**src/rtl/updn_cntr_bounded.sv**
```systemverilog
// Bounded up/down counter with runtime min/max, wrap or saturate mode,
// synchronous clear, clamped parallel load, terminal-count pulse and sticky overflow.
module updn_cntr_bounded #(
  parameter int unsigned WIDTH   = 8,
  parameter int unsigned RST_VAL = 0
) (
  input  logic             clk,
  input  logic             rst,
  input  logic             en,
  input  logic             dir,
  input  logic             sat,
  input  logic             clr,
  input  logic             ld,
  input  logic [WIDTH-1:0] ld_val,
  input  logic [WIDTH-1:0] min_val,
  input  logic [WIDTH-1:0] max_val,
  output logic [WIDTH-1:0] cntr,
  output logic             tc,
  output logic             ovf,
  output logic             at_min,
  output logic             at_max,
  output logic             cfg_err
);

  localparam logic [WIDTH-1:0] RST_CNT = WIDTH'(RST_VAL);

  logic [WIDTH-1:0] r_cntr;
  logic             r_tc;
  logic             r_ovf;

  logic [WIDTH-1:0] w_cntr_nxt;
  logic             w_tc_nxt;
  logic             w_ovf_nxt;
  logic [WIDTH-1:0] w_ld_clamp;
  logic             w_cfg_err;

  // Bounds are inconsistent when min exceeds max; the counter freezes then.
  assign w_cfg_err = (min_val > max_val);

  // Load value clamped into [min_val, max_val].
  always_comb begin
    w_ld_clamp = ld_val;
    if (ld_val < min_val) begin
      w_ld_clamp = min_val;
    end else if (ld_val > max_val) begin
      w_ld_clamp = max_val;
    end
  end

  // Next-state selection in priority order: cfg_err > clr > ld > en.
  always_comb begin
    w_cntr_nxt = r_cntr;
    w_tc_nxt   = 1'b0;
    w_ovf_nxt  = r_ovf;
    if (w_cfg_err) begin
      w_cntr_nxt = r_cntr;
    end else if (clr) begin
      w_cntr_nxt = min_val;
      w_ovf_nxt  = 1'b0;
    end else if (ld) begin
      w_cntr_nxt = w_ld_clamp;
    end else if (en) begin
      if (!dir) begin
        // Up: anything at or above max (including out-of-range) is a boundary.
        if (r_cntr < max_val) begin
          w_cntr_nxt = r_cntr + WIDTH'(1);
        end else begin
          w_cntr_nxt = sat ? max_val : min_val;
          w_tc_nxt   = 1'b1;
          w_ovf_nxt  = 1'b1;
        end
      end else begin
        // Down: anything at or below min (including out-of-range) is a boundary.
        if (r_cntr > min_val) begin
          w_cntr_nxt = r_cntr - WIDTH'(1);
        end else begin
          w_cntr_nxt = sat ? min_val : max_val;
          w_tc_nxt   = 1'b1;
          w_ovf_nxt  = 1'b1;
        end
      end
    end
  end

  // State registers with asynchronous reset.
  always_ff @(posedge clk or posedge rst) begin
    if (rst) begin
      r_cntr <= RST_CNT;
      r_tc   <= 1'b0;
      r_ovf  <= 1'b0;
    end else begin
      r_cntr <= w_cntr_nxt;
      r_tc   <= w_tc_nxt;
      r_ovf  <= w_ovf_nxt;
    end
  end

  assign cntr    = r_cntr;
  assign tc      = r_tc;
  assign ovf     = r_ovf;
  assign at_min  = (r_cntr == min_val);
  assign at_max  = (r_cntr == max_val);
  assign cfg_err = w_cfg_err;

endmodule

```
**config.mk**
```make
export PLATFORM = sky130hd
export DESIGN_NAME = updn_cntr_bounded
export DESIGN_NICKNAME = d
export VERILOG_FILES = /design/src/rtl/updn_cntr_bounded.sv
export SDC_FILE = /design/constraint.sdc
export NUM_CORES = 1
export LEC_CHECK = 0
export CAP_MARGIN = 20
export CORE_MARGIN = 4
export CORE_UTILIZATION = 35
export CTS_BUF_LIST = sky130_fd_sc_hd__clkbuf_2 sky130_fd_sc_hd__clkbuf_4 sky130_fd_sc_hd__clkbuf_8
export CTS_CLUSTER_SIZE = 40
export DETAILED_ROUTE_END_ITERATION = 10
export PLACE_DENSITY_LB_ADDON = 0.05
export SETUP_SLACK_MARGIN = 0.02
export SYNTH_ARGS = -nofsm -noshare
export SYNTH_HDL_FRONTEND = slang
export SYNTH_SLANG_ARGS = --single-unit
export TNS_END_PERCENT = 30
```
**constraint.sdc**
```tcl
create_clock -name clk -period 2.5 [get_ports clk]
set_clock_uncertainty 0.15 [all_clocks]
set_input_delay 0.25 -clock clk [delete_from_list [all_inputs] [get_ports clk]]
set_output_delay 0.25 -clock clk [all_outputs]
set_load 0.01 [all_outputs]
```
* After elaboration in Yosys (flattened, before gate mapping)
Index checks and enable logic that the tools add are counted.
** Operators by class
- Bitwise logic cells :: 1
- Order comparisons :: 5
- Reductions and logical operators :: 4
- Mux-type cells :: 23
- Equal/unequal tests :: 5
- $add $sub $neg :: 2
** Operator list (number)
- two-way mux 8 bit :: 10
- greater-than comparator 8 bit :: 3
- == test 8 bit :: 2
- less-than comparator 8 bit :: 2
- two-way mux 1 bit :: 13
- adder 8 x 1 -> 8 bit, second input constant :: 1
- subtractor 8 x 1 -> 8 bit, second input constant :: 1
- != test 3 bit, second input constant :: 2
- AND reduction 5 bit :: 1
- nonzero test 3 bit :: 1
- != test 2 bit, second input constant :: 1
- AND reduction 2 bit :: 1
- nonzero test 2 bit :: 1
- NOT 1 bit :: 1
** Word-level totals
- Bits of input ports :: 31
- Register bits :: 10
- Word-level logic and storage cells :: 43

* Logic depth before layout (Yosys ltp)
- Word-level depth :: 7
- Gate-level depth with buffers :: 10
- Mapped depth without buffers :: 9

* Least setup slack after synthesis
OpenSTA, ideal clock, no wires.
- Path kind :: register to register
- Start :: register r_cntr[1] (netlist: cntr[1])
- End :: register r_cntr[0] (netlist: cntr[0])
- Slack :: 132 ps
- Clock period less this slack :: 2368 ps
- Buffers on the path :: 1
- Required time :: 2221 ps
- Arrival time :: 2089 ps
- Cell stages (with the launch flop) :: 10
- Library setup time :: 129 ps
- Cells stage by stage :: dfrtp_1 -> ha_1 -> nor2b_1 -> o211ai_1 -> a21oi_1 -> o31ai_2 -> buf_2 -> mux2i_1 -> a221oi_1 -> a21oi_1
** On the way
- Cells in the longest elaborated chain, start to end :: 6
** RTL lines
- start: declaration :: line 27 : logic [WIDTH-1:0] r_cntr;
- start signal: assignment :: line 92 : r_cntr <= w_cntr_nxt;
- less-than comparator 8 bit or greater-than comparator 8 bit (tied branches) :: line 65, 74
- two-way mux 8 bit (on tied branches) :: line 65, 74
- two-way mux 8 bit * :: line 63 : if (!dir) begin
- two-way mux 8 bit * :: line 62 : end else if (en) begin
- two-way mux 8 bit * :: line 60 : end else if (ld) begin
- two-way mux 8 bit * :: line 57 : end else if (clr) begin
Mark *: on every way between the ends. The rest lies on a longest branch, timed or not. The select of a mux whose other input is x is not followed.
A chain may end at the register's enable or synchronous reset.

* Final worst setup path
- Start :: register r_cntr[5] (netlist: cntr[5])
- End :: register r_ovf (netlist: ovf)
** On the way
- Cells in the longest elaborated chain, start to end :: 3
** RTL lines
- greater-than comparator 8 bit or less-than comparator 8 bit (tied branches) :: line 74, 65
- != test 3 bit (no source line)
- AND reduction 5 bit (no source line) *
- end signal: assignment :: line 94 : r_ovf <= w_ovf_nxt;
- end: declaration :: line 29 : logic r_ovf;
Mark *: on every way between the ends. The rest lies on a longest branch, timed or not.

==> results.yml <==
outcome:
  status: "finished clean"
timing:
  slew_headroom: 0.589
  min_period_ps: 2440
  fin_ws_ps: 58.8
  period_share: 0.976
  fmax_ghz: 0.410
  tightestPinTransition_ps: 615
  maxSlewViolCount: 0
  hold_viol_final: 0
  setup_violations: 0
  rsz0062_at_grt: "yes"
logic_synthesis:
  async_flop_share: 1.00
  synth-edff-count: 0
  synth_seq_area_share: 0.115
  synth_ff_type: "dfrtp_1"
  syn_inst: 278
  synthesis.nets: 350
  syn_area_mm2: 0.00217
  yosys_warnings: 0
  synth-seq-cells: 10
  postSynthAreaPerCell_um2: 7.81
  synth_cell_types: 54
setup_path:
  worstPathArrival_ps: 2460
  critPathRequiredTime_ps: 2520
  critical-path-max-stage-delay_ps: 530
  cp_slowest_cell: "or4b_4"
  cp_common_cell: "a21oi_2"
  end_kind: "flop"
  crit_path_max_fanout: 8
  crit_chain: "ha_1 > nand4_1 > a31oi_4 > nor2_4 > buf_4 > nor2_2 > a21oi_2 > or4b_4 > a21oi_2"
  critPathKind: "reg2reg"
  start_kind: "flop"
floorplanning:
  die_y_um: 86.8
  io_pins: 44
  die-area_mm2: 0.00753
  row_count: 28
  core_region_area_mm2: 0.00596
  die_w_um: 86.8
  initial_core_util: 0.365
min_path:
  hp-class: "in2async"
clocking:
  clk_latency_ps: 240
  cts.sinks: 10
  clk_pin_slew_ps: 50
  clk_path_buf_depth: 2
  cts_root_buf: "clkbuf_8"
  postCtsHoldBufs: 0
  htreeDepth: 1
  cts_tree: "yes"
  cts_buffers: 3
place:
  dp_hpwl_um: 6630
  place_inst: 459
  placed_cell_area_mm2: 0.00323
  io_buffers: 43
  preCtsSetupSlack_ps: -528
  place.gp.congestion: 0.936
power:
  peakVddDrop_mv: 0.378
  p_seq_frac: 0.145
  swShare: 0.432
  p_leak_nw: 1.69
  p_per_area_mw_per_mm2: 475
  p_clk_frac: 0.100
  total_power_mw: 1.71
  intPower_mw: 0.972
  combPwrFrac: 0.754
  p_switching_mw: 0.739
global_route:
  grt_max_degree: 22
  grt_usage: 0.217
  grt_pass1_vias: 2515
  grt_overflow: 0
  grt_pass1_wl_um: 12800
  antenna_found_initial: 0
routing:
  drt_wl_total_um: 8240
  num_vias: 2541
  drt_iter0_drc: 118
  first_pass_iters: 4
  antenna_left: 0
  drc_errors: 0
  wl_per_cell_um: 17.5
  vias_per_cell: 5.39
cells_and_area:
  num_antenna_cells: 0
  final_cells: 471
  final_common_cell: "buf_4"
  area_delta_synth_final_pct: 65.8
  fill_cells: 570
  drive_gt1_frac: 0.348
  design_area_mm2: 0.00360
  layout.nets: 470
  layout_common_cells: "81 x buf_4, 29 x ha_1, 23 x clkdlybuf4s50_1, 19 x nand2_1, 19 x mux2i_1"
job:
  maxCapViolations: 0
-- flip-flops by register name, indices dropped and copies added, names as in the netlist --
signal and count:
cntr 8, ovf 1, tc 1
-- cells in the mapped netlist (3+ instances only) --
cell type / instances / area [µm²]
nor2_1: 17 / 63.8
ha_1: 41 / 513
nand3_1: 6 / 30.0
mux2i_1: 19 / 190
nand2b_1: 4 / 25.0
inv_1: 23 / 86.3
o22ai_1: 4 / 25.0
nand2_1: 21 / 78.8
a31oi_1: 3 / 18.8
nor2b_1: 4 / 25.0
dfrtp_1: 10 / 250
o21ai_0: 14 / 70.1
clkbuf_1: 9 / 33.8
buf_2: 3 / 15.0
xor2_1: 3 / 26.3
a21oi_1: 22 / 110
o211ai_1: 10 / 75.1
a22oi_1: 3 / 22.5
nand4_1: 10 / 62.6
xnor2_1: 7 / 61.3
-- path summary, 6_finish.rpt --
kind | depth (start not counted) | slack [ps] | start | endpoint
max | 9 | 60 | cntr[5]$_DFFE_PP0P_ | ovf$_DFFE_PP0P_
min | 2 | 160 | rst | cntr[7]$_DFFE_PP0P_
max reg2reg | 9 | 60 | cntr[5]$_DFFE_PP0P_ | ovf$_DFFE_PP0P_
min reg2reg | 2 | 390 | ovf$_DFFE_PP0P_ | ovf$_DFFE_PP0P_
max in group asynchronous | 2 | 1710 | rst | cntr[2]$_DFFE_PP0P_
min in group clk | 2 | 390 | ovf$_DFFE_PP0P_ | ovf$_DFFE_PP0P_
-- cells by family after synthesis --
| logic type | after synthesis | synth area share |
|---|---|---|
| flip-flops | 10 | 0.115 |
| AO/OA/AOI/OAI | 85 | 0.273 |
| buffers and inverters | 36 | 0.0639 |
| multiplexers | 21 | 0.0979 |
| XOR/XNOR | 10 | 0.0403 |
| adder cells (fa/ha/maj) | 41 | 0.236 |
| AND/OR/NAND/NOR | 75 | 0.173 |
-- power groups by stage --
stage	Combinational (mW)	Sequential [mW]	Clock, mW
floorplan	0.563	0.266	0
global placement	1.12	0.239	0
detailed placement	1.12	0.237	0
CTS	1.17	0.237	0.176
global route	1.42	0.250	0.187
finish	1.29	0.249	0.172
-- layout make-up --
type / count / area (µm²) / share of cell area
well taps: 75 / 93.8 / 0.0261
inverters: 23 / 86.3 / 0.0240
multi-input cells: 232 / 2050 / 0.570
repair buffers: 128 / 1070 / 0.298
clock buffers: 3 / 41.3 / 0.0115
flip-flops and latches: 10 / 253 / 0.0702
-- routing by layer --
layer  wire [µm]  GRT usage
met4         127     0.0382
met3         368     0.0285
met5           0          0
met2        3970      0.374
met1        3770      0.291
-- metrics by stage --
step / hold WS (ps) / utilization / setup TNS, ps
global route: 211 / 0.605 / -100
CTS: 176 / 0.568 / -54.5
global placement: 356 / 0.542 / -5290
detailed placement: 356 / 0.542 / -5240
finish: 161 / 0.605 / 0
floorplan: -59.8 / - / 0
-- critical path, delay by kind of cell, from the launching register on --
| kind | cells | cell delay (ps) |
|---|---|---|
| and+or+nand+nor | 4 | 910 |
| buffers and inverters | 1 | 170 |
| AOI/OAI and AO/OA | 3 | 400 |
| DFF | 1 | 420 |
| adders and majority gates | 1 | 310 |
-- repair_timing --
| action | in CTS | in global routing |
|---|---|---|
| gates cloned | 0 | 0 |
| setup endpoints to repair | 13 | 11 |
| setup buffers | 6 | 3 |
| pin swaps | 11 | 14 |
| resized for setup | 41 | 32 |
Power figures use the tool's default switching activity.
